$ cat src/rtl/redirect_ctrl_if.sv
// +----------------------------------------------------------------------------+
// | Module   : redirect_ctrl_if                                                |
// | Brief    : Request/redirect bundle between hazard units, redirect_ctrl and |
// |            the PC mux. Optional macro: REDIRECT_STATS_EN (stat outputs).   |
// | Revision : 1.0                                                             |
// +----------------------------------------------------------------------------+
`default_nettype none

interface redirect_ctrl_if;
  logic        stall;
  logic        exc_req;
  logic [31:0] exc_vec;
  logic        br_req;
  logic [31:0] br_target;
  logic        jr_req;
  logic [31:0] jr_target;
  logic        redirect_valid;
  logic [31:0] redirect_pc;
  logic        flush_if;
  logic        flush_id;
  logic        flush_ex;
  logic        busy;
`ifdef REDIRECT_STATS_EN
  logic [15:0] stat_exc;
  logic [15:0] stat_br;
  logic [15:0] stat_jr;

  modport master (
    output stall, exc_req, exc_vec, br_req, br_target, jr_req, jr_target,
    input  redirect_valid, redirect_pc, flush_if, flush_id, flush_ex, busy,
    input  stat_exc, stat_br, stat_jr
  );
  modport slave (
    input  stall, exc_req, exc_vec, br_req, br_target, jr_req, jr_target,
    output redirect_valid, redirect_pc, flush_if, flush_id, flush_ex, busy,
    output stat_exc, stat_br, stat_jr
  );
`else
  modport master (
    output stall, exc_req, exc_vec, br_req, br_target, jr_req, jr_target,
    input  redirect_valid, redirect_pc, flush_if, flush_id, flush_ex, busy
  );
  modport slave (
    input  stall, exc_req, exc_vec, br_req, br_target, jr_req, jr_target,
    output redirect_valid, redirect_pc, flush_if, flush_id, flush_ex, busy
  );
`endif
endinterface

`default_nettype wire

$ cat src/rtl/redirect_ctrl.sv
// +----------------------------------------------------------------------------+
// | Module   : redirect_ctrl                                                   |
// | Brief    : Priority arbiter for PC redirects (exc > br > jr) with a        |
// |            registered target and flush sequencing.                         |
// |            Optional macro: REDIRECT_STATS_EN (per-source issue counters).  |
// | Revision : 1.0                                                             |
// +----------------------------------------------------------------------------+
`default_nettype none

module redirect_ctrl #(
  parameter int unsigned FLUSH_CYCLES = 2,
  parameter logic [31:0] RESET_PC     = 32'h0000_0000
) (
  input  logic           clk,
  input  logic           rsta,
  redirect_ctrl_if.slave bus
);

  // Source codes are ordered so that a numeric compare gives priority.
  localparam logic [1:0] c_SRC_NONE = 2'd0;
  localparam logic [1:0] c_SRC_JR   = 2'd1;
  localparam logic [1:0] c_SRC_BR   = 2'd2;
  localparam logic [1:0] c_SRC_EXC  = 2'd3;
  localparam logic [3:0] c_FLUSH_LOAD = 4'(FLUSH_CYCLES);

  typedef enum logic [1:0] {S_IDLE, S_HOLD, S_FLUSH} state_t;

  state_t      r_state;
  logic [1:0]  r_src;
  logic [31:0] r_target;
  logic [3:0]  r_cnt;
  logic        r_valid;
  logic [31:0] r_pc;
  logic        r_flush_if;
  logic        r_flush_id;
  logic        r_flush_ex;
  logic        r_busy;

  logic [1:0]  w_req_src;
  logic [31:0] w_req_target;
  logic [1:0]  w_hold_src;
  logic [31:0] w_hold_target;
  logic        w_issue;
  logic [1:0]  w_issue_src;
  logic [31:0] w_issue_target;

  always_comb begin
    w_req_src    = c_SRC_NONE;
    w_req_target = 32'h0;
    if (bus.exc_req) begin
      w_req_src    = c_SRC_EXC;
      w_req_target = bus.exc_vec & 32'hFFFF_FFFC;
    end else if (bus.br_req) begin
      w_req_src    = c_SRC_BR;
      w_req_target = bus.br_target & 32'hFFFF_FFFC;
    end else if (bus.jr_req) begin
      w_req_src    = c_SRC_JR;
      w_req_target = bus.jr_target & 32'hFFFF_FFFC;
    end
  end

  // A held request is replaced only by a strictly higher-priority one.
  assign w_hold_src    = (w_req_src > r_src) ? w_req_src    : r_src;
  assign w_hold_target = (w_req_src > r_src) ? w_req_target : r_target;

  always_comb begin
    w_issue        = 1'b0;
    w_issue_src    = c_SRC_NONE;
    w_issue_target = r_target;
    case (r_state)
      S_IDLE: begin
        w_issue        = (w_req_src != c_SRC_NONE) && !bus.stall;
        w_issue_src    = w_req_src;
        w_issue_target = w_req_target;
      end
      S_HOLD: begin
        w_issue        = !bus.stall;
        w_issue_src    = w_hold_src;
        w_issue_target = w_hold_target;
      end
      S_FLUSH: begin
        // Branches and jumps seen here belong to squashed instructions.
        w_issue        = bus.exc_req && !bus.stall;
        w_issue_src    = c_SRC_EXC;
        w_issue_target = w_req_target;
      end
      default: ;
    endcase
  end

  always_ff @(posedge clk) begin
    if (rsta) begin
      r_state    <= S_IDLE;
      r_src      <= c_SRC_NONE;
      r_target   <= 32'h0;
      r_cnt      <= 4'd0;
      r_valid    <= 1'b0;
      r_pc       <= RESET_PC;
      r_flush_if <= 1'b0;
      r_flush_id <= 1'b0;
      r_flush_ex <= 1'b0;
      r_busy     <= 1'b0;
    end else begin
      r_valid <= 1'b0;
      if (w_issue) begin
        r_state    <= S_FLUSH;
        r_src      <= c_SRC_NONE;
        r_target   <= w_issue_target;
        r_cnt      <= c_FLUSH_LOAD;
        r_valid    <= 1'b1;
        r_pc       <= w_issue_target;
        r_flush_if <= 1'b1;
        r_flush_id <= 1'b1;
        r_flush_ex <= (w_issue_src == c_SRC_EXC);
        r_busy     <= 1'b1;
      end else begin
        case (r_state)
          S_IDLE: begin
            if (w_req_src != c_SRC_NONE) begin
              r_state  <= S_HOLD;
              r_src    <= w_req_src;
              r_target <= w_req_target;
              r_busy   <= 1'b1;
            end
          end
          S_HOLD: begin
            r_src    <= w_hold_src;
            r_target <= w_hold_target;
          end
          S_FLUSH: begin
            if (bus.exc_req) begin
              r_state    <= S_HOLD;
              r_src      <= c_SRC_EXC;
              r_target   <= w_req_target;
              r_flush_if <= 1'b0;
              r_flush_id <= 1'b0;
              r_flush_ex <= 1'b0;
            end else if (r_cnt <= 4'd1) begin
              r_state    <= S_IDLE;
              r_flush_if <= 1'b0;
              r_flush_id <= 1'b0;
              r_flush_ex <= 1'b0;
              r_busy     <= 1'b0;
            end else begin
              r_cnt <= r_cnt - 4'd1;
            end
          end
          default: begin
            r_state <= S_IDLE;
            r_busy  <= 1'b0;
          end
        endcase
      end
    end
  end

  assign bus.redirect_valid = r_valid;
  assign bus.redirect_pc    = r_pc;
  assign bus.flush_if       = r_flush_if;
  assign bus.flush_id       = r_flush_id;
  assign bus.flush_ex       = r_flush_ex;
  assign bus.busy           = r_busy;

`ifdef REDIRECT_STATS_EN
  logic [15:0] r_stat_exc;
  logic [15:0] r_stat_br;
  logic [15:0] r_stat_jr;

  always_ff @(posedge clk) begin
    if (rsta) begin
      r_stat_exc <= 16'h0;
      r_stat_br  <= 16'h0;
      r_stat_jr  <= 16'h0;
    end else if (w_issue) begin
      case (w_issue_src)
        c_SRC_EXC: if (r_stat_exc != 16'hFFFF) r_stat_exc <= r_stat_exc + 16'd1;
        c_SRC_BR:  if (r_stat_br  != 16'hFFFF) r_stat_br  <= r_stat_br  + 16'd1;
        c_SRC_JR:  if (r_stat_jr  != 16'hFFFF) r_stat_jr  <= r_stat_jr  + 16'd1;
        default: ;
      endcase
    end
  end

  assign bus.stat_exc = r_stat_exc;
  assign bus.stat_br  = r_stat_br;
  assign bus.stat_jr  = r_stat_jr;
`endif

endmodule

`default_nettype wire

$ cat src/flat_wrapper.sv
// flat-port wrapper written by rule: the top's interface ports become plain ports
module redirect_ctrl_flat 
#(
  parameter int unsigned FLUSH_CYCLES = 2,
  parameter logic [31:0] RESET_PC     = 32'h0000_0000
)
  (clk, rsta, bus_stall, bus_exc_req, bus_exc_vec, bus_br_req, bus_br_target, bus_jr_req, bus_jr_target, bus_redirect_valid, bus_redirect_pc, bus_flush_if, bus_flush_id, bus_flush_ex, bus_busy);
  redirect_ctrl_if bus_i ();
  input  logic clk;
  input  logic rsta;
  input wire logic [$bits(bus_i.stall)-1:0] bus_stall;
  input wire logic [$bits(bus_i.exc_req)-1:0] bus_exc_req;
  input wire logic [$bits(bus_i.exc_vec)-1:0] bus_exc_vec;
  input wire logic [$bits(bus_i.br_req)-1:0] bus_br_req;
  input wire logic [$bits(bus_i.br_target)-1:0] bus_br_target;
  input wire logic [$bits(bus_i.jr_req)-1:0] bus_jr_req;
  input wire logic [$bits(bus_i.jr_target)-1:0] bus_jr_target;
  output wire logic [$bits(bus_i.redirect_valid)-1:0] bus_redirect_valid;
  output wire logic [$bits(bus_i.redirect_pc)-1:0] bus_redirect_pc;
  output wire logic [$bits(bus_i.flush_if)-1:0] bus_flush_if;
  output wire logic [$bits(bus_i.flush_id)-1:0] bus_flush_id;
  output wire logic [$bits(bus_i.flush_ex)-1:0] bus_flush_ex;
  output wire logic [$bits(bus_i.busy)-1:0] bus_busy;
  assign bus_i.stall = bus_stall;
  assign bus_i.exc_req = bus_exc_req;
  assign bus_i.exc_vec = bus_exc_vec;
  assign bus_i.br_req = bus_br_req;
  assign bus_i.br_target = bus_br_target;
  assign bus_i.jr_req = bus_jr_req;
  assign bus_i.jr_target = bus_jr_target;
  assign bus_redirect_valid = bus_i.redirect_valid;
  assign bus_redirect_pc = bus_i.redirect_pc;
  assign bus_flush_if = bus_i.flush_if;
  assign bus_flush_id = bus_i.flush_id;
  assign bus_flush_ex = bus_i.flush_ex;
  assign bus_busy = bus_i.busy;
  redirect_ctrl #(.FLUSH_CYCLES(FLUSH_CYCLES), .RESET_PC(RESET_PC)) u_core (.clk(clk), .rsta(rsta), .bus(bus_i));
endmodule
$ cat config.mk
export PLATFORM = sky130hd
export DESIGN_NAME = redirect_ctrl_flat
export DESIGN_NICKNAME = d
export VERILOG_FILES = /design/src/rtl/redirect_ctrl_if.sv /design/src/rtl/redirect_ctrl.sv /design/src/flat_wrapper.sv
export SDC_FILE = /design/constraint.sdc
export NUM_CORES = 1
export LEC_CHECK = 0
export CAP_MARGIN = 10
export CORE_ASPECT_RATIO = 1.75
export CORE_UTILIZATION = 43
export CTS_BUF_LIST = sky130_fd_sc_hd__clkbuf_8 sky130_fd_sc_hd__clkbuf_16
export DETAILED_ROUTE_END_ITERATION = 8
export PLACE_DENSITY = 0.73
export SYNTH_ARGS = -nofsm -noshare
export SYNTH_HDL_FRONTEND = slang
export SYNTH_SLANG_ARGS = --single-unit
$ cat constraint.sdc
create_clock -name clk -period 2.3 [get_ports clk]
set_input_delay 0.345 -clock clk [delete_from_list [all_inputs] [get_ports clk]]
set_output_delay 0.345 -clock clk [all_outputs]
set_load 0.02 [all_outputs]
==> impl_metrics.py, run 1 <==
metrics = {
    "setup_path": {
        "cp_data_arrival_time_ns": 2.40,
        "slowest_stage": "dfxtp_1",
        "critPathLaunchType": "flop",
        "crit_type": "reg -> reg",
        "crit_buf_inv": 2,
        "slowest_delay_ns": 0.39,
        "path_cells": "inv_1 -> ha_1 -> or2_2 -> o211ai_2 -> and2_1 -> buf_4 -> a21oi_1 -> a211oi_1",
        "cp_max_fo": 11,
        "crit_path_end_kind": "flop",
        "required_ns": 2.55,
        "cp_top_family": "simple AND/OR/NAND/NOR gates",
    },
    "yosys": {
        "syn_avg_cell_area_um2": 7.801,
        "synth-edff-count": 0,
        "yosys.area_share.simple": 0.1753,
        "ys_types": 57,
        "synth-xor-area-share": 0.005604,
        "synth_seq_cells": 76,
        "synth_area_mm2": 0.004688,
        "synth_top_family_by_area": "compound AO/OA/AOI/OAI gates",
        "yosysWarnings": 0,
        "syn_inst": 601,
        "yosysSeqAreaShare": 0.3245,
        "synth_fp_nets": 711,
        "synthAdderAreaFrac": 0.02135,
        "synthMuxAreaShare": 0.004537,
        "synth-main-ff-cell": "dfxtp_1",
        "synth-async-reset-ratio": 0,
        "synth_compound_area_frac": 0.3912,
    },
    "global_route": {
        "grt_pass1_wl_mm": 24.52,
        "grt_max_degree": 62,
        "grt_util_all_layers": 0.2772,
        "overflow": 0,
        "antenna_found_initial": 0,
        "grt_pass1_vias": 5290,
    },
    "route": {
        "dr.first_iter.drc_count": 335,
        "postRouteAntennaNets": 0,
        "avgViaCountPerCell": 5.956,
        "routed_wl_mm": 15.30,
        "drt-pass1-iter-count": 5,
        "route.vias.total": 5223,
        "drc_errors": 0,
        "wl_per_cell_um": 17.45,
    },
    "die": {
        "die_w_um": 80.93,
        "dieArea_mm2": 0.01134,
        "die_height_um": 140.1,
        "rows": 50,
        "io_pins": 139,
        "initial_core_util": 0.4408,
        "fp.coreArea_mm2": 0.01064,
    },
    "power_and_ir_drop": {
        "p_comb_frac": 0.540,
        "ir_worst_vdd_mv": 0.6568,
        "power_density_mw_per_mm2": 1200,
        "p_leak_nw": 2.464,
        "power.internal_mw": 4.669,
        "p_sw_mw": 3.362,
        "sequentialPowerShare": 0.257,
        "power_switching_share": 0.4186,
        "power.share.clock": 0.203,
    },
    "clock_tree": {
        "clk-insertion-delay-late_ns": 0.34,
        "cts_buffers": 9,
        "path_clk_slew_ns": 0.06,
        "ctsResizeCount": 0,
        "cts_tree": "built",
        "h-tree-depth": 3,
        "cts-root-buf": "clkbuf_16",
        "post_cts_buffers": 0,
        "clock-sinks": 76,
        "cts_hold_buffers": 0,
        "cts.path.max_buffers": 2,
    },
    "layout": {
        "multi_input_area_mm2": 0.002824,
        "fill_cells": 929,
        "final-seq-area_mm2": 0.001521,
        "drive_above_1_share": 0.1553,
        "final_util": 0.6293,
        "final_nets": 852,
        "syn2layout_area_growth_pct": 42.75,
        "n_antenna_cell": 0,
    },
    "timing": {
        "maxSlewViolCount": 0,
        "max_freq_ghz": 0.4644,
        "setup_violations": 0,
        "hold_slack_ns": 0.2689,
        "slew_headroom": 0.5433,
        "period_needed_ns": 2.153,
        "fin_crit_sh": 0.9363,
        "fin_worst_skew_ns": 0.007295,
        "worst_slew_pin_slew_ns": 0.6850,
        "hold_violations": 0,
        "rsz0062_at_grt": "false",
    },
    "place": {
        "dp_hpwl_mm": 11.11,
        "gp_congestion": 0.8319,
        "port_buffers": 132,
    },
    "hold_path": {
        "min_path_type": "in -> reg",
    },
    "status": {
        "status": "complete, no violations",
    },
    "flow_run": {
        "maxCapViolCount": 0,
    },
}
## registers in the layout, indices dropped and copies added, names as in the netlist
signal                     flops
u_core.bus.flush_ex            1
u_core.r_src                   2
u_core.bus.busy                1
u_core.r_target               32
u_core.bus.flush_id            1
u_core.bus.redirect_valid      1
u_core.r_cnt                   4
u_core.r_state                 2
u_core.bus.redirect_pc        32
## final timing paths
path / slack [ns] / cells after the start / startpoint / to
setup / recovery: 0.15 / 8 / u_core.r_state[0] / u_core.bus.redirect_pc[21]
hold / removal: 0.27 / 2 / rsta / u_core.r_cnt[1]
setup reg to reg: 0.15 / 8 / u_core.r_state[0] / u_core.bus.redirect_pc[21]
hold reg to reg: 0.46 / 2 / u_core.bus.redirect_pc[0] / u_core.bus.redirect_pc[0]
## cells by family (layout without fill, tap and decap cells)
| logic type | count (synthesis) | in the layout |
|---|---|---|
| adder cells (fa/ha/maj) | 8 | 8 |
| multiplexers | 2 | 2 |
| XOR/XNOR | 3 | 3 |
| AO/OA/AOI/OAI | 241 | 241 |
| AND/OR/NAND/NOR | 196 | 196 |
| flip-flops | 76 | 76 |
| buffers and inverters | 75 | 221 |
## final cells by class
class                      count  area share
inverter                      13    0.007291
sequential                    76      0.2273
timing repair buffer         192      0.2681
tap                          130     0.02430
multi-input combinational    450      0.4219
clock inverter                 7     0.01739
clock buffer                   9     0.03365
## power by group through the flow
| stage | clock (mW) | combinational (mW) | sequential (mW) |
|---|---|---|---|
| after floorplan | 0 | 2.42 | 2.32 |
| after global placement | 0 | 4.15 | 2.06 |
| after detailed placement | 0 | 4.29 | 2.08 |
| after CTS | 1.65 | 4.32 | 2.06 |
| after global routing | 1.70 | 4.68 | 2.11 |
| final | 1.63 | 4.34 | 2.06 |
## Yosys cell counts (all sizes together) (6+ instances only)
master   number  area (um^2)
a211oi       58        485.5
o2bb2ai       6        52.55
dfxtp        76         1521
clkbuf       33        127.6
ha            8        100.1
nor2         73        276.5
a22oi        25        187.7
inv          13        48.80
nand2        97        366.6
a311oi       30        331.6
a21oi        40        200.2
o21ai        31        155.2
a31oi        26        162.7
buf          29        186.4
## cells in the final DEF, fill, tap and decap left out, drive strengths merged, types with 26 or more instances in the layout
cell           instances
a311oi                30
a211oi                58
dfxtp                 76
buf                   63
nor2                  73
a21oi                 40
clkdlybuf4s50        129
nand2                 97
o21ai                 31
a31oi                 26
## through the flow
step	std cells	area, um^2	setup TNS, ns	power, mW	setup slack, ns
after floorplan	601	4707	0	4.742	0.01964
after global placement	861	6351	0	6.212	0.03398
after detailed placement	861	6351	-0.4278	6.368	-0.05949
after CTS	877	6693	0	8.020	0.1534
after global routing	877	6693	0	8.493	0.006257
final	877	6693	0	8.030	0.1465
## routing by layer
layer  vias up  global-route usage  share of wire
met1      2431              0.2989           0.37
met2       243              0.5060           0.54
li1       2506                   -              -
met5         -                   0              0
met3        43             0.04104          0.054
met4         0              0.1363          0.031
Power figures use the tool's default switching activity.
==> inputs of run 2 (changes only) <==
CORE_UTILIZATION = 48   (was 43)
CTS_CLUSTER_DIAMETER = 80   (was not set)
PLACE_DENSITY = 0.77   (was 0.73)
clock period = 2.05 ns   (was 2.3 ns; I/O delays follow)
==> impl_metrics.py, run 2 (same netlist as run 1, synthesis figures left out) <==
metrics = {
    "status": {
        "status": "complete, no violations",
    },
    "timing": {
        "hold_violations": 0,
        "slew_headroom": 0.6790,
        "fin_worst_skew_ns": 0.005701,
        "maxSlewViolCount": 0,
        "hold_slack_ns": 0.4527,
        "worst_slack_ns": 0.003455,
        "worst_slew_pin_slew_ns": 0.4814,
        "rsz0062_at_grt": "true",
        "setup_violations": 0,
        "setup_tns_ns": 0,
        "period_needed_ns": 2.047,
        "fin_crit_sh": 0.9983,
        "max_freq_ghz": 0.4886,
    },
    "setup_path": {
        "path_cells": "clkdlybuf4s50_1 -> or2_4 -> ha_4 -> o211a_4 -> a21o_4 -> buf_12 -> a31oi_1 -> a311oi_1",
        "slowest_delay_ns": 0.42,
        "crit_path_end_kind": "flop",
        "cp_max_fo": 15,
        "cp_data_arrival_time_ns": 2.25,
        "startpoint": "bus_br_req",
        "crit_type": "in -> reg",
        "crit_buf_inv": 2,
        "slowest_stage": "clkdlybuf4s50_1",
        "critPathLaunchType": "input port",
        "reg2reg_from": "u_core.r_state[0]",
        "required_ns": 2.26,
        "cp_top_family": "compound AO/OA/AOI/OAI gates",
    },
    "layout": {
        "syn2layout_area_growth_pct": 53.22,
        "final_nets": 876,
        "finalNonFillerCells": 893,
        "final_util": 0.7587,
        "layout_commonest_cell": "clkdlybuf4s50_1",
        "n_antenna_cell": 0,
        "final_cell_mix": "clkdlybuf4s50_1, nand2_1, dfxtp_1, nor2_1, buf_4",
        "fill_cells": 680,
        "final_cell_area_mm2": 0.007183,
        "final-seq-area_mm2": 0.001521,
        "drive_above_1_share": 0.2231,
        "multi_input_area_mm2": 0.003038,
    },
    "place": {
        "place_ws_ns": -0.4301,
        "gp_congestion": 0.9114,
        "port_buffers": 132,
        "dpl_cell_area_mm2": 0.006589,
        "dp_hpwl_mm": 11.05,
        "dp_cells": 875,
    },
    "die": {
        "rows": 47,
        "initial_core_util": 0.4952,
        "die_height_um": 132.7,
        "dieArea_mm2": 0.01018,
        "fp.coreArea_mm2": 0.009468,
        "die_w_um": 76.71,
        "io_pins": 139,
    },
    "clock_tree": {
        "cts_tree": "built",
        "path_clk_slew_ns": 0.06,
        "cts_buffers": 9,
        "cts-root-buf": "clkbuf_16",
        "clock-sinks": 76,
        "h-tree-depth": 3,
        "clk-insertion-delay-late_ns": 0.34,
        "cts.path.max_buffers": 2,
    },
    "global_route": {
        "grt_util_all_layers": 0.3176,
        "overflow": 0,
        "grt_pass1_vias": 5533,
        "grt_pass1_wl_mm": 26.01,
        "antenna_found_initial": 0,
        "grt_max_degree": 42,
    },
    "route": {
        "wl_per_cell_um": 18.75,
        "routed_wl_mm": 16.75,
        "route.vias.total": 5546,
        "drc_errors": 0,
        "dr.first_iter.drc_count": 614,
        "drt-pass1-iter-count": 5,
        "avgViaCountPerCell": 6.211,
        "postRouteAntennaNets": 0,
    },
    "hold_path": {
        "min_path_type": "reg -> reg",
        "hold_path_startpoint": "u_core.bus.redirect_pc[0]",
    },
    "power_and_ir_drop": {
        "power_density_mw_per_mm2": 1347,
        "power_mw": 9.674,
        "p_leak_nw": 2.652,
        "ir_worst_vdd_mv": 0.9337,
    },
    "flow_run": {
        "maxCapViolCount": 0,
    },
}
## run 2: cell types whose count changed in the layout (fill, tap and decap cells not counted), moves of 4 or more
| cell | change |
|---|---|
| a31oi_2 | +12 |
| o21ai_0 | -6 |
| a211oi_2 | +11 |
| a211oi_1 | -11 |
| buf_6 | +4 |
| buf_4 | +12 |
| buf_12 | +6 |
| a31oi_1 | -12 |
| o21ai_1 | +6 |
## run 2: worst paths after layout
kind	cells after the start	endpoint	slack, ns
setup reg to reg	7	u_core.r_target[4]	0.07
hold / removal	2	u_core.bus.redirect_pc[0]	0.45
hold reg to reg	2	u_core.bus.redirect_pc[0]	0.45
setup / recovery	8	u_core.r_target[11]	0.003
## run 2: cell type report
cell class	count	share of cell area
sequential	76	0.2118
clock buffer	10	0.03327
tap	122	0.02125
inverter	13	0.006793
timing repair buffer	216	0.2930
multi-input combinational	450	0.4229
clock inverter	6	0.01097
## run 2: what timing repair did
item	CTS	global route
endpoints found under the setup margin	11	69
pin swaps	0	10
resized for setup	4	44
cloned	0	2
hold buffers	0	0
buffers inserted	0	0
## run 2: power by group
group	internal [mW]	switching (mW)	total, mW
clock	1.09	0.634	1.72
sequential	2.01	0.320	2.33
combinational	2.45	3.17	5.62
## run 2: worst min-delay path: stages, from the launching register on
cell and delay [ns]:
dfxtp_1 0.30, nand2_1 0.05, a21oi_1 0.05
## run 2: metal layers
metal / vias to the layer above / GRT usage / wire length, um
met5: - / 0 / 0
met4: 0 / 0.1816 / 694
met3: 64 / 0.06759 / 1061
met2: 290 / 0.5694 / 8700
met1: 2640 / 0.3371 / 6288
li1: 2552 / - / -
